`src/rtl/gate_test_pkg.sv`:
```
// rtl/gate_test_pkg.sv - gate codes, valid-code list, FSM states and stim width for the gate self-test
package gate_test_pkg;

  localparam int STIM_W    = 5;
  localparam int NUM_CODES = 13;

  localparam logic [3:0] GC_AND      = 4'd0;
  localparam logic [3:0] GC_OR       = 4'd1;
  localparam logic [3:0] GC_NOT      = 4'd2;
  localparam logic [3:0] GC_NAND     = 4'd3;
  localparam logic [3:0] GC_NOR      = 4'd4;
  localparam logic [3:0] GC_XOR      = 4'd5;
  localparam logic [3:0] GC_XNOR     = 4'd6;
  localparam logic [3:0] GC_MUX      = 4'd7;
  localparam logic [3:0] GC_DMUX     = 4'd8;
  localparam logic [3:0] GC_MUX16    = 4'd9;
  localparam logic [3:0] GC_MUX4WAY  = 4'd10;
  localparam logic [3:0] GC_DMUX4WAY = 4'd13;
  localparam logic [3:0] GC_DMUX8WAY = 4'd14;

  typedef enum logic [2:0] {
    S_IDLE,
    S_APPLY,
    S_SETTLE,
    S_CHECK,
    S_DWELL,
    S_ADVANCE,
    S_DONE
  } state_t;

  // Maps the sweep index onto the populated gate codes; 11, 12 and 15 are holes in the bank.
  function automatic logic [3:0] valid_code(input logic [3:0] idx);
    case (idx)
      4'd0:    return GC_AND;
      4'd1:    return GC_OR;
      4'd2:    return GC_NOT;
      4'd3:    return GC_NAND;
      4'd4:    return GC_NOR;
      4'd5:    return GC_XOR;
      4'd6:    return GC_XNOR;
      4'd7:    return GC_MUX;
      4'd8:    return GC_DMUX;
      4'd9:    return GC_MUX16;
      4'd10:   return GC_MUX4WAY;
      4'd11:   return GC_DMUX4WAY;
      4'd12:   return GC_DMUX8WAY;
      default: return GC_AND;
    endcase
  endfunction

endpackage

```
`src/rtl/gate_test_sequencer_if.sv`:
```
// rtl/gate_test_sequencer_if.sv - gate select / stimulus / result bus between sequencer and gate bank
interface gate_test_sequencer_if;
  import gate_test_pkg::*;

  logic [3:0]        gate_sel;
  logic [STIM_W-1:0] stim;
  logic [7:0]        result_in;

  modport master (output gate_sel, output stim, input result_in);
  modport slave  (input gate_sel, input stim, output result_in);

endinterface

```
`src/rtl/gate_golden_model.sv`:
```
// rtl/gate_golden_model.sv - combinational expected output of the gate bank for a (gate_sel, stim) pair
module gate_golden_model
  import gate_test_pkg::*;
(
  input  logic [3:0]        gate_sel,
  input  logic [STIM_W-1:0] stim,
  output logic [7:0]        expected
);

  logic [7:0] bus_a;

  // One output per gate code; single-bit gates land on bit 0, the rest of the byte stays 0.
  always_comb begin
    expected = 8'h00;
    bus_a    = {2{stim[3:0]}};
    case (gate_sel)
      GC_AND:      expected[0] = stim[0] & stim[1];
      GC_OR:       expected[0] = stim[0] | stim[1];
      GC_NOT:      expected[0] = ~stim[0];
      GC_NAND:     expected[0] = ~(stim[0] & stim[1]);
      GC_NOR:      expected[0] = ~(stim[0] | stim[1]);
      GC_XOR:      expected[0] = stim[0] ^ stim[1];
      GC_XNOR:     expected[0] = ~(stim[0] ^ stim[1]);
      GC_MUX:      expected[0] = stim[2] ? stim[1] : stim[0];
      GC_DMUX:     expected[1:0] = stim[1] ? {stim[0], 1'b0} : {1'b0, stim[0]};
      GC_MUX16:    expected = stim[4] ? ~bus_a : bus_a;
      GC_MUX4WAY: begin
        case (stim[1:0])
          2'd0:    expected[0] = stim[2];
          2'd1:    expected[0] = stim[3];
          2'd2:    expected[0] = stim[4];
          default: expected[0] = ~stim[2];
        endcase
      end
      GC_DMUX4WAY: expected[3:0] = {3'b000, stim[0]} << stim[2:1];
      GC_DMUX8WAY: expected = {7'b0000000, stim[0]} << stim[3:1];
      default:     expected = 8'h00;
    endcase
  end

endmodule

```
`src/rtl/gate_test_sequencer.sv`:
```
// rtl/gate_test_sequencer.sv - gate bank self-test sweep; optional GATE_TEST_STOP_ON_FAIL_EN stops at first mismatch
module gate_test_sequencer
  import gate_test_pkg::*;
#(
  parameter int SETTLE_CYCLES = 4,
  parameter int DWELL_CYCLES  = 0
) (
  input  logic                         clk,
  input  logic                         rst_n,
  input  logic                         start,
  gate_test_sequencer_if.master        dp,
  output logic                         busy,
  output logic                         done,
  output logic                         pass,
  output logic [8:0]                   fail_count,
  output logic [7:0]                   led
);

  // SETTLE lasts SETTLE_CYCLES-1 clocks; with the APPLY edge that gives SETTLE_CYCLES edges before CHECK samples.
  localparam logic [15:0] SETTLE_LOAD = 16'(SETTLE_CYCLES - 1);
  localparam logic [15:0] DWELL_LOAD  = 16'(DWELL_CYCLES);
  localparam logic [3:0]  LAST_IDX    = 4'(NUM_CODES - 1);

  state_t            state, state_next;
  logic [3:0]        code_idx;
  logic [STIM_W-1:0] cur_stim;
  logic [15:0]       settle_cnt;
  logic [15:0]       dwell_cnt;
  logic [7:0]        expected;
  logic              mismatch;
  logic              pass_next;
  logic [6:0]        fail_count_7b;
`ifdef GATE_TEST_STOP_ON_FAIL_EN
  logic              stopped;
`endif

  gate_golden_model u_golden (
    .gate_sel (dp.gate_sel),
    .stim     (dp.stim),
    .expected (expected)
  );

  assign mismatch      = (dp.result_in != expected);
  assign pass_next     = (fail_count == 9'd0);
  assign fail_count_7b = (|fail_count[8:7]) ? 7'h7F : fail_count[6:0];

  // State register.
  always_ff @(posedge clk) begin
    if (!rst_n) state <= S_IDLE;
    else        state <= state_next;
  end

  // Next-state decode; done is high for the single cycle spent in DONE.
  always_comb begin
    state_next = state;
    done       = 1'b0;
    case (state)
      S_IDLE:   if (start) state_next = S_APPLY;
      S_APPLY:  state_next = S_SETTLE;
      S_SETTLE: if (settle_cnt <= 16'd1) state_next = S_CHECK;
      S_CHECK: begin
`ifdef GATE_TEST_STOP_ON_FAIL_EN
        if (mismatch)               state_next = S_DONE;
        else if (DWELL_CYCLES > 0)  state_next = S_DWELL;
        else                        state_next = S_ADVANCE;
`else
        if (DWELL_CYCLES > 0) state_next = S_DWELL;
        else                  state_next = S_ADVANCE;
`endif
      end
      S_DWELL:  if (dwell_cnt <= 16'd1) state_next = S_ADVANCE;
      S_ADVANCE: begin
        if (cur_stim != {STIM_W{1'b1}} || code_idx != LAST_IDX) state_next = S_APPLY;
        else                                                   state_next = S_DONE;
      end
      S_DONE: begin
        done       = 1'b1;
        state_next = S_IDLE;
      end
      default:  state_next = S_IDLE;
    endcase
  end

  // Sweep indices, registered bus outputs, counters and the result/status registers.
  always_ff @(posedge clk) begin
    if (!rst_n) begin
      code_idx    <= '0;
      cur_stim    <= '0;
      settle_cnt  <= '0;
      dwell_cnt   <= '0;
      dp.gate_sel <= '0;
      dp.stim     <= '0;
      busy        <= 1'b0;
      pass        <= 1'b0;
      fail_count  <= '0;
      led         <= '0;
`ifdef GATE_TEST_STOP_ON_FAIL_EN
      stopped     <= 1'b0;
`endif
    end else begin
      case (state)
        S_IDLE: begin
          if (start) begin
            fail_count <= '0;
            code_idx   <= '0;
            cur_stim   <= '0;
            busy       <= 1'b1;
`ifdef GATE_TEST_STOP_ON_FAIL_EN
            stopped    <= 1'b0;
`endif
          end
        end
        S_APPLY: begin
          dp.gate_sel <= valid_code(code_idx);
          dp.stim     <= cur_stim;
          settle_cnt  <= SETTLE_LOAD;
        end
        S_SETTLE: settle_cnt <= settle_cnt - 16'd1;
        S_CHECK: begin
          if (mismatch && fail_count != 9'h1FF) fail_count <= fail_count + 9'd1;
          led       <= dp.result_in;
          dwell_cnt <= DWELL_LOAD;
`ifdef GATE_TEST_STOP_ON_FAIL_EN
          stopped   <= mismatch;
`endif
        end
        S_DWELL: dwell_cnt <= dwell_cnt - 16'd1;
        S_ADVANCE: begin
          if (cur_stim != {STIM_W{1'b1}}) begin
            cur_stim <= cur_stim + 1'b1;
          end else if (code_idx != LAST_IDX) begin
            cur_stim <= '0;
            code_idx <= code_idx + 4'd1;
          end
        end
        S_DONE: begin
          busy <= 1'b0;
          pass <= pass_next;
`ifdef GATE_TEST_STOP_ON_FAIL_EN
          // A stopped run keeps the failing result on the LEDs instead of the summary.
          if (!stopped) led <= {pass_next, fail_count_7b};
`else
          led  <= {pass_next, fail_count_7b};
`endif
        end
        default: ;
      endcase
    end
  end

endmodule

```
`src/flat_wrapper.sv`:
```
// flat-port wrapper written by rule: the top's interface ports become plain ports
module gate_test_sequencer_flat import gate_test_pkg::*;
#(
  parameter int SETTLE_CYCLES = 4,
  parameter int DWELL_CYCLES  = 0
)
  (clk, rst_n, start, busy, done, pass, fail_count, led, dp_gate_sel, dp_stim, dp_result_in);
  gate_test_sequencer_if dp_i ();
  input  logic clk;
  input  logic rst_n;
  input  logic start;
  output logic busy;
  output logic done;
  output logic pass;
  output logic [8:0] fail_count;
  output logic [7:0] led;
  output wire logic [$bits(dp_i.gate_sel)-1:0] dp_gate_sel;
  output wire logic [$bits(dp_i.stim)-1:0] dp_stim;
  input wire logic [$bits(dp_i.result_in)-1:0] dp_result_in;
  assign dp_gate_sel = dp_i.gate_sel;
  assign dp_stim = dp_i.stim;
  assign dp_i.result_in = dp_result_in;
  gate_test_sequencer #(.SETTLE_CYCLES(SETTLE_CYCLES), .DWELL_CYCLES(DWELL_CYCLES)) u_core (.clk(clk), .rst_n(rst_n), .start(start), .dp(dp_i), .busy(busy), .done(done), .pass(pass), .fail_count(fail_count), .led(led));
endmodule
```
`config.mk`:
```
export PLATFORM = sky130hd
export DESIGN_NAME = gate_test_sequencer_flat
export DESIGN_NICKNAME = d
export VERILOG_FILES = /design/src/rtl/gate_test_pkg.sv /design/src/rtl/gate_test_sequencer_if.sv /design/src/rtl/gate_golden_model.sv /design/src/rtl/gate_test_sequencer.sv /design/src/flat_wrapper.sv
export SDC_FILE = /design/constraint.sdc
export NUM_CORES = 1
export LEC_CHECK = 0
export CAP_MARGIN = 10
export CORE_MARGIN = 1
export CORE_UTILIZATION = 30
export CTS_BUF_LIST = sky130_fd_sc_hd__clkbuf_4 sky130_fd_sc_hd__clkbuf_8
export DETAILED_ROUTE_END_ITERATION = 7
export SYNTH_ARGS = -nofsm -noshare
export SYNTH_HDL_FRONTEND = slang
export SYNTH_SLANG_ARGS = --single-unit
```
`constraint.sdc`:
```
create_clock -name clk -period 8.6 [get_ports clk]
set_input_delay 1.72 -clock clk [delete_from_list [all_inputs] [get_ports clk]]
set_output_delay 1.72 -clock clk [all_outputs]
set_load 0.01 [all_outputs]
```
# Yosys cells after proc, flatten, opt, wreduce, memory -nomap -nowiden
# Memories as Yosys holds them, arrays and structs flattened. A register that Yosys moved wholly into a read port is not among the register bits.
# Cells that the tools add are included.
# op_classes
n_addsub	5
mul	0
div	0
order_cmp	2
n_eq_ne	31
n_shift	2
mux	31
n_bitwise	9
reduce_logical	19
# op_table
operator	count
16-bit one-hot mux with 2 select lines	2
16-bit by 1-bit less-or-equal comparator with 1-bit output, second input constant	2
16-bit by 1-bit subtractor with 16-bit output, second input constant	2
4-bit equality test, second input constant	5
9-bit two-way mux	2
3-bit one-hot mux with 6 select lines	1
9-bit one-hot mux with 2 select lines	1
4-bit by 3-bit equality test with 1-bit output, second input constant	4
4-bit one-hot mux with 2 select lines	2
8-bit one-hot mux with 2 select lines	1
5-bit two-way mux	3
1-bit one-hot mux with 13 select lines	1
3-bit two-way mux	4
4-bit two-way mux	3
2-bit nonzero test	6
5-bit one-hot mux with 2 select lines	1
9-bit by 1-bit adder with 9-bit output, second input constant	1
3-bit equality test, second input constant	3
9-bit zero test	1
9-bit != test, second input constant	1
3-bit AND reduction	3
4-bit by 2-bit equality test with 1-bit output, second input constant	2
8-bit two-way mux	1
2-bit by 1-bit != test with 1-bit output, second input constant	4
other kinds (35)	43
# word_totals
register_bits	68
latchBits	0
ramBits	0
rom_bits	64
in_bits	11
out_inout_bits	29
wordCells	110
mem_count	1
# memory_table
memory	words	word_bits	rd	rd_ports_with_merged_regs	write_ports	line_no	text
(name not given)	16	4	1	1	0	gate_test_pkg.sv:33	case (idx)

# Depth between registers and ports, before layout
# Gate-level depths: netlist of the first run.
# depth
ltp_word	7
mapped_depth	9
ltp_nobuf	9

# Hierarchy
# Synthesis of the first run repeated with hierarchy kept, for this count alone.
# unflattened
hier_cells	503
hier_area_um2	4151.5
# modules_own_cells
module	instances	cells_per_inst	area_per_inst_um2
gate_test_sequencer	1	445	3718.6
gate_golden_model	1	58	432.9

# Worst setup path before layout of the first run
# No wires, ideal clock.
# synth_path
path_type	input to register
start	input dp_result_in[7]
end	register u_core.fail_count[1]
setup_ns	0.072
arrival_time_ns	3.120
path_slack_ns	5.408
stages	6
path_buffers	0
cell_sequence	o21a_1 -> nor4_1 -> o31ai_1 -> a2111oi_2 -> nand2b_1 -> mux2i_1
# synth_between
elab_chain_len	4
# synth_rtl
element	line_no	text
start: declaration	flat_wrapper.sv:19	input wire logic [$bits(dp_i.result_in)-1:0] dp_result_in;
8-bit != test	gate_test_sequencer.sv:43	assign mismatch = (dp.result_in != expected);
1-bit logical AND	gate_test_sequencer.sv:120	if (mismatch && fail_count != 9'h1FF) fail_count <= fail_count + 9'd1;
2-bit by 1-bit != test with 1-bit output (no line)	-	
3-bit AND reduction (no line)	-	
end signal: assignment	gate_test_sequencer.sv:120	
end: declaration	gate_test_sequencer.sv:15	output logic [8:0] fail_count,
# Every way passes these cells.
# A chain may end at the register's enable or synchronous reset.

# Worst setup path after layout of the first run
# layout_path
start	register u_core.state[1]
end	output done
# layout_between
elab_chain_len	2
# layout_rtl
element	line_no	text
start: declaration	gate_test_sequencer.sv:24	state_t state, state_next;
start signal: assignment	gate_test_sequencer.sv:50	else state <= state_next;
3-bit equality test	gate_test_sequencer.sv:57	case (state)
1-bit two-way mux	gate_test_sequencer.sv:57	
end: declaration	flat_wrapper.sv:13	output logic done;
# Every way passes these cells.

==> results of run 1 <==
-- per-layer routing --
metal  track usage, %  share of wire [%]
met5                0                  0
met2             23.8                 48
met3             3.62                3.4
met1             17.0                 48
met4             4.49                1.5
-- final cells by class --
class / instances / area (um2)
tap: 176 / 220
inverter: 18 / 67.6
clock inverter: 5 / 78.8
sequential: 72 / 1440
clock buffer: 11 / 151
fill: 1379 / 8440
timing repair buffer: 40 / 398
multi-input combinational: 385 / 2440
-- registers in the layout, summed over array words and instances, names as in the netlist --
register and count:
u_core.fail_count 9, u_core.dp.stim 5, u_core.settle_cnt 16, u_core.dwell_cnt 16, u_core.dp.gate_sel 4, u_core.cur_stim 5
u_core.led 8, u_core.busy 1, u_core.pass 1, u_core.state 3, u_core.code_idx 4
-- power breakdown --
group          total (mW)  internal, mW  switching [mW]
clock               0.306         0.179           0.127
sequential          0.411         0.367          0.0443
combinational       0.226        0.0937           0.132
-- stage by stage --
stage	std cells	instance area [um2]
after floorplan	501	4060
after global placement	691	4570
after detailed placement	691	4570
after CTS	707	4800
after global routing	707	4800
final	707	4800
-- kinds of logic after synthesis --
family | count (synthesis)
adder cells (fa/ha/maj) | 17
AO/OA/AOI/OAI | 127
multiplexers | 10
AND/OR/NAND/NOR | 217
buffers and inverters | 44
XOR/XNOR | 14
flip-flops | 72
-- tightest hold or removal path, delay by kind of cell, from the launching register on --
kind,cells,cell delay (ns)
simple gates,1,0.05
compound gates,1,0.07
flops,1,0.31
-- cells in the final DEF, fill, tap and decap left out, types with 15 or more instances in the layout --
master	count
sky130_fd_sc_hd__clkdlybuf4s50_1	39
sky130_fd_sc_hd__nand3_1	18
sky130_fd_sc_hd__o211ai_1	15
sky130_fd_sc_hd__nand2b_1	16
sky130_fd_sc_hd__o21ai_0	25
sky130_fd_sc_hd__nor2_1	44
sky130_fd_sc_hd__dfxtp_1	72
sky130_fd_sc_hd__inv_1	17
sky130_fd_sc_hd__a21oi_1	19
sky130_fd_sc_hd__ha_1	17
sky130_fd_sc_hd__nand2_1	51
sky130_fd_sc_hd__a21boi_0	18
-- worst min-delay path by stage --
| stage | depth (start not counted) | slack [ns] | endpoint |
|---|---|---|---|
| final | 2 | 0.48 | u_core.led[0] |
| after CTS | 2 | 0.49 | u_core.led[2] |
| after floorplan | 2 | 0.45 | u_core.dp.stim[3] |
| after detailed placement | 2 | 0.47 | u_core.led[5] |
| after global routing | 2 | 0.51 | u_core.led[5] |
| after global placement | 2 | 0.47 | u_core.led[2] |
==> flow_summary.toml, run 1 <==
[route]
routed_wire_length_per_instance_um = 13.4
detail-route-antenna-nets = 0
drt_pre_antenna_iters = 4
mean_number_of_vias_per_cell = 5.19
route.final.wire_length_um = 9500
detailedRoute.firstIterationViolations = 215
vias = 3668
drc = 0

[synthesis]
synth-edff-count = 0
synth_compound_gate_area_share_pct = 21.5
syn_area_per_cell_um2 = 8.10
synthSimpleGateAreaFrac_pct = 28.0
synth_top_flop_cell = "sky130_fd_sc_hd__dfxtp_1"
synth_adder_area_share_pct = 5.24
synth.cells.most_frequent = "sky130_fd_sc_hd__dfxtp_1 (72), sky130_fd_sc_hd__nand2_1 (51), sky130_fd_sc_hd__nor2_1 (44)"
sequential_cell_area_fraction_in_the_yosys_report_pct = 35.5
syn_inst = 501
synth_area_leader_cell = "sky130_fd_sc_hd__dfxtp_1"
synth_most_common_cell = "sky130_fd_sc_hd__dfxtp_1"
dominant_combinational_cell_family_by_area_after_synthesis = "simple AND/OR/NAND/NOR gates"
ys_seq_elements = 72
synth.top_cell.area_share_pct = 35.5
synth_mux_area_share_pct = 2.47
yosys_warnings = 0
netlist-cell-type-count = 60
synth-xor-area-share_pct = 3.02
syn_nets = 529
async_flop_share_pct = 0
synth.area.top_cells = "sky130_fd_sc_hd__dfxtp_1 (36%), sky130_fd_sc_hd__ha_1 (5.2%), sky130_fd_sc_hd__nand2_1 (4.7%)"
syn-cell-area_um2 = 4060

[die]
floorplan.die_area_um2 = 14000
fp.coreArea_um2 = 13200
initial_core_util_pct = 30.7
row_count = 42
overall_die_height_um = 118
die_w_um = 118
io_pins = 40

[worst_setup_path]
cp_data_required_time_ns = 6.88
critical_path_cell_count = 4
path_delay_family = "buffers and inverters"
worstSetupStartpointType = "flip-flop"
worstPathCellList = "nor2b_1 -> nand2_1 -> clkinv_1 -> clkdlybuf4s50_1"
critical_path.n_buffers_inverters = 2
reg2reg_from = "u_core.dp.stim[1]"
slowest_delay_ns = 0.58
reg2reg_slack_ns = 5.41
timing.setup.critical_path_class = "flip-flop to primary output"
critical_path.slowest_cell = "sky130_fd_sc_hd__dfxtp_1"
crit_path_max_fanout = 14
count_of_cells_along_the_worst_register_to_register_path = 9
worstSetupEndpoint = "done"
crit_arrival_ns = 2.29
worstSetupEndpointType = "primary output"
startpoint = "u_core.state[1]"
r2r_end = "u_core.fail_count[8]"

[timing]
final_min_period_over_clock_period_pct = 46.6
worst_pin_slew_ns = 0.838
finClkSkew_ns = 0.00650
fin_tns_setup_ns = 0
setup_viol = 0
final_worst_setup_slack_ns = 4.59
final_hold_viol_count = 0
fin_worst_hold_slack_ns = 0.483
setup_repair_after_global_routing_missed_its_margin = "false"
fmax_mhz = 250
slew_headroom_pct = 44.1
fin_crit_ns = 4.01
maxSlewViolCount = 0

[layout]
synthToLayoutAreaGrowth_pct = 18.3
diodes = 0
finalCoreUtilization_pct = 36.3
final_net_count = 554
post_route_cells_drive_above_1_share_pct = 4.71

[grt]
grt_max_degree = 52
grtUsageTotal_pct = 14.0
initial_antenna_violation_count = 0
grt_pass1_wl_um = 16100
grt_overflow_total = 0
first_global_vias = 3433

[power]
peakVddDrop_mv = 0.0785
power-per-cell-area_nw_per_um2 = 196
total_power_mw = 0.943
leakage_nw = 1.66

[clock_tree]
cts_tree = "built"
numCtsBuffers = 9
cts-root-to-sink-buffers = 2
h-tree-depth = 3
clock_insertion_delay_worst_skew_ns = 0.34
cts_hold_buf = 0
cts-resized-gates = 0
clkTransAtPathRegs_ns = 0.07
post-cts-setup-buffers = 0
clkSinkCount = 72
clock_tree.root_cell = "sky130_fd_sc_hd__clkbuf_8"

[placed_design]
dp_slack_ns = 4.52
dp.final_hpwl_um = 6710
gp_routability_congestion = 0.830
numPortBuffers = 39

[flow_run]
drv.max_cap_violation_count = 0

[run_status]
result_of_the_run = "complete, no violations"

[worst_hold_path]
holdCritStartpoint = "u_core.led[0]"
holdCritPathClass = "flip-flop to flip-flop"
Note: power is estimated with default switching activity, not from simulation.
==> inputs of run 2 (changes only) <==
==> constraint.sdc (replaced) <==
create_clock -name clk -period 4.14 [get_ports clk]
set_input_delay 0.828 -clock clk [delete_from_list [all_inputs] [get_ports clk]]
set_output_delay 0.828 -clock clk [all_outputs]
set_load 0.01 [all_outputs]
==> flow_summary.toml, run 2 (synthesis results as in run 1) <==
[grt]
grtUsageTotal_pct = 14.3
grt_overflow_total = 0
first_global_vias = 3481
grt_pass1_wl_um = 16600
initial_antenna_violation_count = 0
grt_max_degree = 32

[timing]
maxSlewViolCount = 0
worst_pin_slew_ns = 0.865
final_hold_viol_count = 0
final_worst_setup_slack_ns = 0.886
fin_tns_setup_ns = 0
setup_repair_after_global_routing_missed_its_margin = "false"
final_min_period_over_clock_period_pct = 78.6
fin_worst_hold_slack_ns = 0.488
finClkSkew_ns = 0.0124
setup_viol = 0
fin_crit_ns = 3.25
fmax_mhz = 307
slew_headroom_pct = 42.3

[clock_tree]
clkSinkCount = 72
cts-root-to-sink-buffers = 2
post-cts-setup-buffers = 0
clock_tree.root_cell = "sky130_fd_sc_hd__clkbuf_8"
clock_insertion_delay_worst_skew_ns = 0.35
cts_hold_buf = 0
h-tree-depth = 3
clkTransAtPathRegs_ns = 0.09
numCtsBuffers = 9
cts-resized-gates = 0
cts_tree = "built"

[worst_setup_path]
worstSetupEndpointType = "flip-flop"
startpoint = "u_core.dp.stim[1]"
reg2reg_slack_ns = 0.89
crit_arrival_ns = 3.48
worstPathCellList = "inv_1 -> ha_1 -> a22oi_1 -> a221oi_1 -> a211o_1 -> or3_1 -> a2111oi_2 -> nand3b_1 -> o21ai_0"
count_of_cells_along_the_worst_register_to_register_path = 9
crit_path_max_fanout = 8
reg2reg_from = "u_core.dp.stim[1]"
critical_path.slowest_cell = "sky130_fd_sc_hd__a2111oi_2"
cp_data_required_time_ns = 4.37
slowest_delay_ns = 0.83
worstSetupEndpoint = "u_core.fail_count[3]"
worstSetupStartpointType = "flip-flop"
timing.setup.critical_path_class = "flip-flop to flip-flop"
r2r_end = "u_core.fail_count[3]"

[worst_hold_path]
holdCritPathClass = "flip-flop to flip-flop"

[layout]
final_common_cell = "sky130_fd_sc_hd__dfxtp_1"
layout.cells.most_common_list = "sky130_fd_sc_hd__dfxtp_1 (72), sky130_fd_sc_hd__nand2_1 (51), sky130_fd_sc_hd__nor2_1 (44)"
diodes = 0
post_route_cells_drive_above_1_share_pct = 4.89
reg_top3 = "u_core.dwell_cnt: 16 flops, u_core.settle_cnt: 16 flops, u_core.fail_count: 9 flops"
synthToLayoutAreaGrowth_pct = 19.4
post-route-cell-area_um2 = 4840
final_net_count = 555
filler_cell_count = 1377

[route]
route.final.wire_length_um = 9650
mean_number_of_vias_per_cell = 5.21
detail-route-antenna-nets = 0
vias = 3691
drc = 0
detailedRoute.firstIterationViolations = 379
drt_pre_antenna_iters = 4
routed_wire_length_per_instance_um = 13.6

[die]
overall_die_height_um = 118
fp.coreArea_um2 = 13200
die_w_um = 118
floorplan.die_area_um2 = 14000
initial_core_util_pct = 30.7
row_count = 42
io_pins = 40

[power]
peakVddDrop_mv = 0.202
leakage_nw = 1.68
power-per-cell-area_nw_per_um2 = 428

[run_status]
result_of_the_run = "complete, no violations"

[placed_design]
dp_slack_ns = 0.897
dpl_cell_area_um2 = 4580
gp_routability_congestion = 0.820
numPortBuffers = 39
dp.final_hpwl_um = 6770

[flow_run]
drv.max_cap_violation_count = 0
## run 2: cell types whose count changed in the layout (fill, tap and decap cells not counted)
cell                        delta
sky130_fd_sc_hd__bufinv_16     +2
sky130_fd_sc_hd__clkbuf_8      -2
sky130_fd_sc_hd__buf_4         +1
sky130_fd_sc_hd__clkinv_2      -1
sky130_fd_sc_hd__inv_6         +1
## run 2: power by group
| part | leakage [nW] | switching, mW | internal (mW) |
|---|---|---|---|
| registers | 0.582 | 0.0930 | 0.762 |
| clock network | 0.134 | 0.278 | 0.463 |
| logic | 0.962 | 0.279 | 0.197 |
| total | 1.68 | 0.650 | 1.42 |
## run 2: area by class of cell
| cell class | count | area [um2] | share of cell area (%) |
|---|---|---|---|
| Inverter | 18 | 67.6 | 1.39 |
| Tap cell | 176 | 220 | 4.55 |
| Multi-Input combinational cell | 385 | 2440 | 50.4 |
| Sequential cell | 72 | 1440 | 29.8 |
| Clock inverter | 7 | 143 | 2.94 |
| Timing Repair Buffer | 41 | 405 | 8.37 |
| Clock buffer | 9 | 124 | 2.56 |
## run 2: worst min-delay path by stage
stage	start	endpoint	cells after the start
floorplan	u_core.cur_stim[3]	u_core.dp.stim[3]	2
global placement	u_core.led[1]	u_core.led[1]	2
detailed placement	u_core.led[2]	u_core.led[2]	2
CTS	u_core.led[2]	u_core.led[2]	2
global route	u_core.led[4]	u_core.led[4]	2
finish	u_core.led[4]	u_core.led[4]	2
## run 2: metal layers
| layer | wire length, um | part of all wire, % | up-vias | track usage, % |
|---|---|---|---|---|
| met4 | 104 | 1.1 | 0 | 3.53 |
| met1 | 4560 | 47 | 1736 | 17.9 |
| li1 | - | - | 1862 | - |
| met2 | 4580 | 47 | 81 | 24.2 |
| met3 | 413 | 4.3 | 12 | 3.57 |
| met5 | 0 | 0 | - | 0 |
## run 2: stage by stage
step | std cells | total power, mW | utilization, %
2_1_floorplan | 501 | 1.22 | -
3_3_place_gp | 692 | 1.33 | 34.6
3_5_place_dp | 692 | 1.35 | 34.6
4_1_cts | 708 | 2.09 | 36.6
5_1_grt | 708 | 2.20 | 36.6
6_report | 708 | 2.07 | 36.6
## run 2: critical path, delay by kind of cell, from the launching register on
family | cells | cell delay, ns
AO/OA/AOI/OAI | 5 | 1.61
buffers and inverters | 1 | 0.12
flip-flops | 1 | 0.48
AND/OR/NAND/NOR | 2 | 0.66
adder cells (fa/ha/maj) | 1 | 0.25
==> inputs of run 3 (changes only) <==
==> constraint.sdc (replaced) <==
create_clock -name clk -period 2.7 [get_ports clk]
set_input_delay 0.54 -clock clk [delete_from_list [all_inputs] [get_ports clk]]
set_output_delay 0.54 -clock clk [all_outputs]
set_load 0.01 [all_outputs]
==> flow_summary.toml, run 3 (synthesis results as in run 1) <==
[die]
row_count = 42
overall_die_height_um = 118
floorplan.die_area_um2 = 14000
initial_core_util_pct = 30.7
io_pins = 40
die_w_um = 118
fp.coreArea_um2 = 13200

[route]
detail-route-antenna-nets = 0
vias = 3747
detailedRoute.firstIterationViolations = 241
route.final.wire_length_um = 9640
drc = 0
drt_pre_antenna_iters = 4
routed_wire_length_per_instance_um = 13.3
mean_number_of_vias_per_cell = 5.17

[worst_setup_path]
cp_data_required_time_ns = 2.94
startpoint = "u_core.state[0]"
worstSetupStartpointType = "flip-flop"
crit_path_max_fanout = 3
crit_arrival_ns = 2.92
timing.setup.critical_path_class = "flip-flop to flip-flop"
reg2reg_from = "u_core.state[0]"
worstSetupEndpointType = "flip-flop"

[clock_tree]
clkTransAtPathRegs_ns = 0.08
clkSinkCount = 72
clock_tree.root_cell = "sky130_fd_sc_hd__clkbuf_8"
numCtsBuffers = 9
cts-root-to-sink-buffers = 2
cts_tree = "built"
h-tree-depth = 3
clock_insertion_delay_worst_skew_ns = 0.34
cts_hold_buf = 0

[power]
power.switching_fraction_pct = 32.3
peakVddDrop_mv = 0.228
power-per-cell-area_nw_per_um2 = 615
leakage_nw = 1.74
clock_power_share_pct = 31.0
gate_power_share_pct = 27.4
total_power_mw = 3.05
internal_power_mw = 2.06
net-switching-power_mw = 0.985
pwr-share-seq_pct = 41.6

[timing]
finClkSkew_ns = 0.00865
worst_pin_slew_ns = 0.842
final_min_period_over_clock_period_pct = 99.2
fmax_mhz = 374
setup_viol = 0
fin_tns_setup_ns = 0
setup_repair_after_global_routing_missed_its_margin = "true"
fin_crit_ns = 2.68
maxSlewViolCount = 0
final_worst_setup_slack_ns = 0.0226
final_hold_viol_count = 0
slew_headroom_pct = 43.9

[grt]
top_usage_layer = "met2"
global_route.usage.met3_pct = 2.99
grtUsageTotal_pct = 14.3
gr-usage-met1_pct = 18.0
first_global_vias = 3617
grt_max_degree = 24
initial_antenna_violation_count = 0
grt_pass1_wl_um = 16700
grt_overflow_total = 0
globalRouteMet2Util_pct = 24.3

[placed_design]
gp_routability_congestion = 0.790
numPortBuffers = 39
dp.final_hpwl_um = 7060
dp_slack_ns = 0.0470

[layout]
post_route_cells_drive_above_1_share_pct = 8.93
diodes = 0
final_net_count = 573
layout.cells.most_common_list = "sky130_fd_sc_hd__dfxtp_1 (68), sky130_fd_sc_hd__nand2_1 (51), sky130_fd_sc_hd__nor2_1 (44)"
synthToLayoutAreaGrowth_pct = 22.2
filler_cell_count = 1376
final_common_cell = "sky130_fd_sc_hd__dfxtp_1"
reg_top3 = "u_core.dwell_cnt: 16 flops, u_core.settle_cnt: 16 flops, u_core.fail_count: 9 flops"

[run_status]
result_of_the_run = "complete, no violations"

[worst_hold_path]
holdCritStartpoint = "u_core.led[4]"
holdCritPathClass = "flip-flop to flip-flop"

[flow_run]
drv.max_cap_violation_count = 0
[run 3: cell count changes in the layout (fill, tap and decap cells not counted), sizes merged]
cell      previous run  this run
bufinv               4         2
clkbuf               9        10
inv                 18        17
clkinvlp             0         1
buf                  2        20
[run 3: layout make-up]
type	instances	area, um2	share of cell area, %
clock inverter	5	81.3	1.64
sequential	72	1450	29.2
tap	176	220	4.44
inverter	18	67.6	1.36
clock buffer	10	138	2.78
multi-input combinational	385	2460	49.7
timing repair buffer	59	541	10.9
[run 3: worst paths after layout]
kind              depth (start not counted)              endpoint  slack [ns]
hold reg to reg                           2         u_core.led[4]        0.48
setup reg to reg                          7  u_core.dwell_cnt[13]        0.02
hold / removal                            2         u_core.led[4]        0.48
setup / recovery                          7  u_core.dwell_cnt[13]        0.02
[run 3: metal layers]
metal  vias to the layer above  wire length (um)
met5                         -                 0
met4                         0                97
met3                         8               317
met2                        51              4550
met1                      1787              4680
li1                       1901                 -
[run 3: power by group through the flow]
stage	clock (mW)	combinational [mW]	sequential, mW
global route	1.02	0.945	1.28
detailed placement	0	0.831	1.29
finish	0.945	0.835	1.27
floorplan	0	0.589	1.28
CTS	0.970	0.836	1.26
global placement	0	0.813	1.28
[run 3: per-stage QoR]
| stage | instances | hold slack (ns) | area (um2) | util, % |
|---|---|---|---|---|
| 4_1_cts | 724 | 0.487 | 4940 | 37.3 |
| 3_3_place_gp | 709 | 0.469 | 4720 | 35.6 |
| 6_report | 725 | 0.481 | 4960 | 37.4 |
| 5_1_grt | 725 | 0.508 | 4960 | 37.4 |
| 2_1_floorplan | 501 | 0.455 | 4070 | - |
| 3_5_place_dp | 709 | 0.475 | 4720 | 35.6 |
[run 3: critical path, cell delays in order, from the launching register on]
cell and delay [ns]:
sky130_fd_sc_hd__dfxtp_2 0.32, sky130_fd_sc_hd__or3b_4 0.40, sky130_fd_sc_hd__or4_4 0.42, sky130_fd_sc_hd__or2_1 0.26, sky130_fd_sc_hd__or3_1 0.37, sky130_fd_sc_hd__or4_4 0.43, sky130_fd_sc_hd__and3_4 0.19, sky130_fd_sc_hd__o21a_1 0.18
[run 3: what timing repair did]
item,in CTS,in global routing
gates resized for setup,0,7
buffers inserted,0,1
endpoints found under the setup margin,0,10
